--- src/rtl/uart_sat_counter.sv ---
// uart_sat_counter: saturating up-counter with clear taking priority over increment
module uart_sat_counter #(
  parameter int W = 8
) (
  input  logic         clk,
  input  logic         rst,
  input  logic         inc,
  input  logic         clr,
  output logic [W-1:0] count
);
  always_ff @(posedge clk)
    if (rst || clr) count <= '0;
    else if (inc && count != '1) count <= count + 1'b1;
endmodule

--- config.mk ---
export PLATFORM = sky130hd
export DESIGN_NAME = uart_sat_counter
export DESIGN_NICKNAME = d
export VERILOG_FILES = /design/src/rtl/uart_sat_counter.sv
export SDC_FILE = /design/constraint.sdc
export NUM_CORES = 1
export LEC_CHECK = 0
export ABC_AREA = 0
export CAP_MARGIN = 10
export CORE_UTILIZATION = 30
export CTS_CLUSTER_SIZE = 20
export DETAILED_ROUTE_END_ITERATION = 8
export SYNTH_ARGS = -nofsm -noshare
export SYNTH_HDL_FRONTEND = slang
export SYNTH_SLANG_ARGS = --single-unit
--- constraint.sdc ---
create_clock -name clk -period 1.99 [get_ports clk]
set_clock_uncertainty 0.1 [all_clocks]
set_input_delay 0.2985 -clock clk [delete_from_list [all_inputs] [get_ports clk]]
set_output_delay 0.2985 -clock clk [all_outputs]
set_load 0.01 [all_outputs]
==> impl_results.md, run 1 <==
- Worst Path Arrival: 1.29 ns
- Tot GR Track Use: 14.5%
- Yosys cell types: 23
- Critical-path top delay cell: clkdlybuf4s50_1
- Min-delay worst type: flip-flop to flip-flop
- Nets: 68
- Unrepaired setup endpoints after global routing: false
- Die area: 0.00156 mm²
- Post-route cell area: 568 µm²
- Top cells by count, synth: dfxtp_1 (8), nand2_1 (7), a21oi_1 (5)
- CP Capture Type: output port
- Synth Area per Inst: 8.78 µm²
- Ordered list of cells on the worst path: clkdlybuf4s50_1
- Number of synthesized register bits: 8
- Period utilisation layout: 85.1%
- First-pass GRT wire length: 1370 µm
- Antenna diodes: 0
- I/O Pins: 12
- Static Leak: 0.000210 µW
- Warnings from Yosys: 0
- CP delay by family, top: buffers and inverters
- Peak supply drop: 0.349 mV
- Clk sinks: 8
- Cells after Synth: 48
- Routed Antenna Nets: 0
- Fraction of registers with async set/reset: 0%
- FP Rows: 13
- Initial Util: 32.4%
- Largest Register: count
- Setup TNS: 0 ns
- Ys flop type: dfxtp_1
- Worst-Margin Slew: 0.478 ns
- Syn Nets: 53
- DR iter-0 viols: 5
- Final cell count without fillers: 76
- Synthesis-to-finish area growth: 34.7%
- Final setup vio count: 0
- Worst-path maximum fanout: 8
- Final WS setup: 0.297 ns
- Yosys top cell area share: 38.0%
- Largest net degree at the start of global routing: 9
- Largest register FFs: 8
- Htree depth: 1
- CTS tree: done
- Hold_buf cts: 0
- CP startpoint kind: flip-flop
- Vias in the first global route: 326
- Postcts setup bufs: 0
- Required @ worst endpoint: 1.59 ns
- Max_cap viols: 0
- Clock latency on the worst-skew pair: 0.26 ns
- Post-DP HPWL: 653 µm
- Initial antenna violation count: 0
- CP Class: flip-flop to output port
- Sequential area share after synthesis: 38.0%
- Total number of vias: 409
- Power Density: 552 mW/mm²
- DRC errors left: 0
- Place WS: 0.222 ns
- Largest registers: count (8)
- Drt wl/cell: 11.8 µm
- Biggest area consumer among synthesized cells: dfxtp_1
- Worst-path clk slew: 0.06 ns
- Die Y: 39.5 µm
- Slowest stage delay, CP: 0.58 ns
- Post-CTS Resized: 0
- Routed WL: 896 µm
- Synth top area cells: dfxtp_1 (38%), mux2i_1 (9.5%), nand2_1 (6.2%)
- TritonRoute pass-1 iters: 4
- Number of synthesized flops with an enable pin: 0
- Max clock buf depth: 2
- Routed vias/inst: 5.38
- GP Congestion: 0.679
- Synthesized area: 422 µm²
- Remaining global-route overflow: 0
- Fin crit period: 1.69 ns
- Clock Tree Root: clkbuf_4
- Layout cells sized above 1: 11.5%
- Num CTS Buffers: 3
- Slew Limit Headroom: 68.0%
- Core region area: 0.00130 mm²
- IO buf count: 11
- Cells after DPL: 73
- Achievable Freq: 591 MHz
- Outcome: complete, no violations
- Crit path buf inv count: 1
- Slew Viols, Final: 0
- Count leader, synth: dfxtp_1
- Dpl cell area: 546 µm²
- Die Width: 39.5 µm
- Final hold viol count: 0
worst register-to-register path, cell delays in order, from the launching register on:
cell,delay (ns)
dfxtp_1,0.39
ha_1,0.25
nand3_1,0.13
or4_1,0.41
and3_1,0.18
placed cells by master, fill, tap and decap left out:
cell type | netlist | routed
or3_1 | 2 | 2
inv_1 | 1 | 1
o21ai_0 | 1 | 1
clkdlybuf4s50_1 | 0 | 11
dfxtp_1 | 8 | 8
ha_1 | 1 | 1
nand4_1 | 2 | 2
or3_2 | 1 | 1
and3_1 | 2 | 2
mux2i_1 | 4 | 4
a21oi_1 | 5 | 5
and3b_1 | 2 | 2
a21boi_2 | 1 | 1
nor2_1 | 1 | 1
and4_1 | 1 | 1
o2111ai_1 | 1 | 1
nand2_1 | 7 | 7
nand3_1 | 2 | 2
and2_2 | 1 | 1
clkbuf_4 | 0 | 3
or4_1 | 1 | 1
nor4_1 | 1 | 1
and4_2 | 1 | 1
a21boi_0 | 1 | 1
layer usage:
| layer | global-route usage (%) | routed length, µm | vias to the layer above |
|---|---|---|---|
| met3 | 5.11 | 35 | 4 |
| met5 | 0 | 0 | - |
| met4 | 15.5 | 36 | 0 |
| met2 | 19.7 | 410 | 10 |
| li1 | - | - | 207 |
| met1 | 16.6 | 414 | 188 |
cell type report:
class	count	area, µm²
Fill cell	142	733
Multi-Input combinational cell	38	253
Sequential cell	8	160
Timing Repair Buffer	11	110
Clock buffer	3	22.5
Tap cell	15	18.8
Inverter	1	3.75
report_power, final:
group          switching (µW)  internal, µW  total [µW]
Clock                    59.9          69.3         129
Combinational            9.28          12.1        21.4
Sequential               1.65           162         163
Total                    70.8           243         314
stage by stage:
step	utilization (%)	power, µW	hold WS, ns
CTS	43.7	318	0.411
floorplan	-	175	0.277
global placement	41.9	188	0.389
global route	43.7	328	0.433
detailed placement	41.9	188	0.403
finish	43.7	314	0.408
worst paths after layout:
path / to / start / depth (start not counted) / slack (ns)
worst max-delay path: count[7] / count[7] / 1 / 0.30
worst min-delay path: count[1] / count[1] / 2 / 0.41
worst max register to register: count[6] / count[0] / 4 / 0.42
worst min register to register: count[1] / count[1] / 2 / 0.41
cells by family after synthesis:
family / Yosys count / share of synthesized area (%)
AOI/OAI and AO/OA: 9 / 13.6
adders and majority gates: 1 / 2.97
buffers and inverters: 2 / 2.08
DFF: 8 / 38.0
muxes: 4 / 9.50
and+or+nand+nor: 24 / 33.8
(Power assumes the default switching activity.)
==> run 2: changes to the inputs <==
- CORE_AREA: default -> 2 2 39 41
- CORE_UTILIZATION: 30 -> default
- DIE_AREA: default -> 0 0 41 43
==> run 2 against run 1 <==
Against the previous run: maximum frequency fell by 1.1%; global-route usage fell by 1.7 points; total power down 0.37%; highest routed layer unchanged; register-to-register slack hardly changed; clock power hardly changed; hold slack worse by 0.016 ns; first-iteration DRC count rose to 3.0 times the previous value; cell count grew 1.3%; design area up 0.22%; die area rose by 13%; critical path depth unchanged; sequential cell count is the same; largest power group unchanged; largest cell class unchanged.
==> impl_results.md, run 2 (synthesized netlist as in run 1, its figures left out) <==
- Synthesis-to-finish area growth: 35.0%
- Die Width: 41 µm (+3.8%)
- Antenna diodes: 0 (unchanged)
- Unrepaired setup endpoints after global routing: false
- Largest register FFs: 8 (unchanged)
- First-pass GRT wire length: 1490 µm (+9.1%)
- Die Y: 43 µm (+8.9%)
- Reg2reg setup slack: 0.41 ns (about the same)
- Crit path buf inv count: 1 (unchanged)
- Fin crit period: 1.71 ns (+0.0184 ns)
- Setup TNS: 0 ns (unchanged)
- Largest net degree at the start of global routing: 9 (unchanged)
- Static Leak: 0.000210 µW (unchanged)
- Peak supply drop: 0.238 mV (-32%)
- Worst-Margin Slew: 0.509 ns (+0.0308 ns)
- Switching part of the total: 22.3% (-0.26 points)
- Sequential Power Share: 52.2% (+0.2 points)
- Clk sinks: 8 (unchanged)
- Routed WL: 962 µm (+7.4%)
- Max clock buf depth: 2 (unchanged)
- Initial Util: 30.5% (-1.9 points)
- Max_cap viols: 0 (unchanged)
- FP Rows: 14 (+1)
- Combinational share of power: 7.0% (+0.2 points)
- Psw: 69.7 µW (-1.5%)
- Initial antenna violation count: 0 (unchanged)
- Commonest non-fill, non-tap cell in the layout: clkdlybuf4s50_1
- Critical-path top delay cell: clkdlybuf4s50_1
- Drt wl/cell: 12.5 µm (+6.0%)
- Slew Limit Headroom: 66.0% (-2.1 points)
- Clock power frac: 40.8% (-0.4 points)
- CP Capture Type: output port
- Largest registers: count (8)
- Util after Layout: 41.1% (-2.5 points)
- Period utilisation layout: 86.0% (+0.93 points)
- CP startpoint kind: flip-flop
- Final hold slack: 0.392 ns (-0.0161 ns)
- Critical R2R Capture: count[6]
- Place WS: 0.208 ns (-0.0141 ns)
- Routed vias/inst: 5.51 (+2.3%)
- Required @ worst endpoint: 1.59 ns (about the same)
- Outcome: complete, no violations
- Nets: 68 (unchanged)
- Clock Tree Root: clkbuf_4
- Clock latency on the worst-skew pair: 0.26 ns (about the same)
- Reg2reg path depth: 4 (unchanged)
- Dpl cell area: 547 µm² (+0.23%)
- Tot GR Track Use: 12.9% (-1.7 points)
- Routed met3 length: 33 µm (-5.7%)
- Post-route cell area: 569 µm² (+0.22%)
- Core region area: 0.00138 mm² (+6.3%)
- Achievable Freq: 584 MHz (-1.1%)
- Total number of vias: 424 (+3.7%)
- Num CTS Buffers: 3 (unchanged)
- TritonRoute pass-1 iters: 4 (unchanged)
- Remaining global-route overflow: 0 (unchanged)
- Final WS setup: 0.278 ns (-0.0184 ns)
- GP Congestion: 0.754 (+11%)
- WL met1: 396 µm (-4.3%)
- Slowest stage delay, CP: 0.59 ns (about the same)
- Power Density: 549 mW/mm² (-0.59%)
- Htree depth: 1 (unchanged)
- Post-CTS Resized: 0 (unchanged)
- CP Class: flip-flop to output port
- Largest Register: count
- WHS Endpoint: count[1]
- Min-delay worst type: flip-flop to flip-flop
- R2r startpoint: count[0]
- Worst Path Arrival: 1.31 ns (+0.02 ns)
- Vias in the first global route: 359 (+10%)
- Hold_buf cts: 0 (unchanged)
- CP delay by family, top: buffers and inverters
- Most frequent cells in the layout: clkdlybuf4s50_1 (11), dfxtp_1 (8), nand2_1 (7)
- Power Internal: 243 µW (about the same)
- Postcts setup bufs: 0 (unchanged)
- Routed Antenna Nets: 0 (unchanged)
- Ordered list of cells on the worst path: clkdlybuf4s50_1
- Die area: 0.00176 mm² (+13%)
- IO buf count: 11 (unchanged)
- CTS tree: done
- I/O Pins: 12 (unchanged)
- Final setup vio count: 0 (unchanged)
- Hold depth: 2 (unchanged)
- Layout cells sized above 1: 11.5% (unchanged)
- Highest metal used: met4
- Worst-path clk slew: 0.06 ns (about the same)
- Min-delay src: count[1]
- Worst-path maximum fanout: 8 (unchanged)
- Final hold viol count: 0 (unchanged)
- Slew Viols, Final: 0 (unchanged)
- DR iter-0 viols: 15 (+10)
- Post-DP HPWL: 728 µm (+12%)
- DRC errors left: 0 (unchanged)
- Met2 Wirelength: 508 µm (+24%)
## run 2: metrics by stage
step	power, µW	instances
after floorplan	175	48
after global placement	188	74
after detailed placement	188	74
after CTS	316	77
after global routing	327	77
final	313	77
## run 2: area by class of cell
type | instances | area (µm²)
fillers | 151 | 815
multi-input cells | 38 | 253
flip-flops and latches | 8 | 160
repair buffers | 11 | 110
clock buffers | 3 | 22.5
well taps | 16 | 20.0
inverters | 1 | 3.75
## run 2: worst max path at each step
stage | startpoint | to | slack (ns) | cells after the start
3_5_place_dp | inc | count[6] | 0.21 | 4
3_3_place_gp | inc | count[6] | 0.23 | 4
5_1_grt | count[7] | count[7] | 0.23 | 1
2_1_floorplan | count[0] | count[6] | 0.48 | 4
6_report | count[7] | count[7] | 0.28 | 1
4_1_cts | count[7] | count[7] | 0.28 | 1
## run 2: per-layer routing
| metal | vias to the layer above | GRT usage (%) |
|---|---|---|
| met5 | - | 0 |
| met4 | 0 | 10.0 |
| met3 | 4 | 1.57 |
| met2 | 10 | 19.4 |
| met1 | 200 | 15.5 |
| li1 | 210 | - |
## run 2: power by group through the flow
stage               Sequential, µW  Combinational (µW)  Clock (µW)
finish                         163                21.7         128
global route                   163                23.6         140
CTS                            163                21.8         131
detailed placement             167                21.8           0
global placement               167                21.5           0
floorplan                      167                8.17           0
==> run 3: changes to the inputs <==
- ABC_CLOCK_PERIOD_IN_PS: default -> 1990
- RECOVER_POWER: default -> 25
==> run 3 against run 2 <==
Against the previous run: clock power hardly changed; critical path depth stayed put; sequential share of layout area grew 0.062 points; maximum frequency about the same; non-clock buffer count unchanged; sequential cell count unchanged; global-route usage unchanged; critical path type unchanged; largest cell class unchanged; largest power group unchanged; highest routed layer unchanged.
==> impl_results.md, run 3 (synthesized netlist as in run 1, its figures left out) <==
- CP startpoint kind: flip-flop
- CP Class: flip-flop to output port
- Static Leak: 0.000211 µW (+0.22%)
- Worst-path maximum fanout: 8 (unchanged)
- Post-DP HPWL: 728 µm (unchanged)
- Period utilisation layout: 86.0% (about the same)
- CP delay by family, top: buffers and inverters
- Largest net degree at the start of global routing: 9 (unchanged)
- Clock latency on the worst-skew pair: 0.26 ns (about the same)
- Final cell count without fillers: 77 (unchanged)
- Tot GR Track Use: 12.9% (unchanged)
- Worst Path Arrival: 1.31 ns (about the same)
- CP Capture Type: output port
- Initial antenna violation count: 0 (unchanged)
- Final hold viol count: 0 (unchanged)
- Required @ worst endpoint: 1.59 ns (about the same)
- GP Congestion: 0.754 (unchanged)
- DRC errors left: 0 (unchanged)
- Final setup vio count: 0 (unchanged)
- Unrepaired setup endpoints after global routing: false
- Outcome: complete, no violations
- Slew Limit Headroom: 65.9% (about the same)
- Peak supply drop: 0.237 mV (about the same)
- Hold_buf cts: 0 (unchanged)
- Remaining global-route overflow: 0 (unchanged)
- Routed vias/inst: 5.51 (unchanged)
- First-pass GRT wire length: 1490 µm (unchanged)
- Post-CTS Resized: 0 (unchanged)
- Met2 GRT Util: 19.4% (unchanged)
- Total power: 312 µW (-0.25%)
- Fin crit period: 1.71 ns (+0.000468 ns)
- GRT met1 Usage: 15.5% (unchanged)
- Synthesis-to-finish area growth: 34.7%
- Psw: 69.8 µW (about the same)
- FP Rows: 14 (unchanged)
- Sequential Power Share: 52.3% (about the same)
- Dpl cell area: 547 µm² (unchanged)
- Largest register FFs: 8 (unchanged)
- Ordered list of cells on the worst path: clkdlybuf4s50_1
- Die area: 0.00176 mm² (unchanged)
- Setup TNS: 0 ns (unchanged)
- TritonRoute pass-1 iters: 4 (unchanged)
- Routed WL: 962 µm (unchanged)
- Post-route cell area: 568 µm² (-0.22%)
- Cells after DPL: 74 (unchanged)
- Critical-path top delay cell: clkdlybuf4s50_1
- Gr busiest metal: met2
- Power Internal: 242 µW (-0.33%)
- Fill count: 150 (-0.66%)
- Drt wl/cell: 12.5 µm (unchanged)
- Core region area: 0.00138 mm² (unchanged)
- Vias in the first global route: 359 (unchanged)
- Min-delay worst type: flip-flop to flip-flop
- Clock Tree Root: clkbuf_4
- Achievable Freq: 584 MHz (about the same)
- Initial Util: 30.5% (unchanged)
- Largest registers: count (8)
- Slowest stage delay, CP: 0.59 ns (about the same)
- Most frequent cells in the layout: clkdlybuf4s50_1 (9), dfxtp_1 (8), nand2_1 (7)
- Routed Antenna Nets: 0 (unchanged)
- Final hold slack: 0.392 ns (unchanged)
- CTS tree: done
- IO buf count: 11 (unchanged)
- Antenna diodes: 0 (unchanged)
- Postcts setup bufs: 0 (unchanged)
- Combinational share of power: 6.7% (-0.3 points)
- Clock power frac: 41.0% (+0.2 points)
- Crit path buf inv count: 1 (unchanged)
- Switching part of the total: 22.4% (+0.062 points)
- Die Y: 43 µm (unchanged)
- Worst-path clk slew: 0.06 ns (about the same)
- Layout cells sized above 1: 9.84% (-1.6 points)
- Nets: 68 (unchanged)
- Clk sinks: 8 (unchanged)
- Power Density: 549 mW/mm² (about the same)
- Max_cap viols: 0 (unchanged)
- Slew Viols, Final: 0 (unchanged)
- Commonest non-fill, non-tap cell in the layout: clkdlybuf4s50_1
- Num CTS Buffers: 3 (unchanged)
- Total number of vias: 424 (unchanged)
- DR iter-0 viols: 15 (unchanged)
- Die Width: 41 µm (unchanged)
- Htree depth: 1 (unchanged)
- Sequential cell area: 160 µm² (unchanged)
- I/O Pins: 12 (unchanged)
- Met3 GRT Util: 1.57% (unchanged)
- Footprint of the multi-input gates: 251 µm² (-0.49%)
- Max clock buf depth: 2 (unchanged)
- Largest Register: count
- Worst-Margin Slew: 0.509 ns (+0.000152 ns)
[run 3: changes by cell type in the layout (fill, tap and decap cells not counted), sizes merged]
cell	change
dlygate4sd3	+2
clkdlybuf4s50	-2
[run 3: cell type report]
class	count	area share (%)
Inverter	1	0.661
Tap cell	16	3.52
Multi-Input combinational cell	38	44.3
Clock buffer	3	3.96
Sequential cell	8	28.2
Timing Repair Buffer	11	19.4
[run 3: per-layer routing]
layer  up-vias  wire (µm)
met4         0         24
met2        10        508
met3         4         33
met5         -          0
met1       200        395
li1        210          -
[run 3: power by group through the flow]
stage / Combinational (µW) / Clock, µW / Sequential (µW)
after global placement: 21.5 / 0 / 167
after floorplan: 8.17 / 0 / 167
after global routing: 22.8 / 140 / 163
after CTS: 21.8 / 131 / 163
final: 21.0 / 128 / 163
after detailed placement: 21.8 / 0 / 167
[run 3: path summary, 6_finish.rpt]
kind	cells past startpoint	to	startpoint	slack (ns)
worst max-delay path	1	count[7]	count[7]	0.28
worst min-delay path	2	count[1]	count[1]	0.39
worst max register to register	4	count[6]	count[0]	0.41
worst min register to register	2	count[1]	count[1]	0.39
[run 3: per-stage QoR]
stage               util [%]  setup WS [ns]
floorplan                  -          0.480
global placement        39.5          0.234
detailed placement      39.5          0.208
CTS                     41.1          0.282
global route            41.0          0.234
finish                  41.0          0.278
[run 3: worst min-delay path, stage by stage, from the launching register on]
cell     delay (ns)
dfxtp_1        0.33
nand2_1        0.06
mux2i_1        0.05
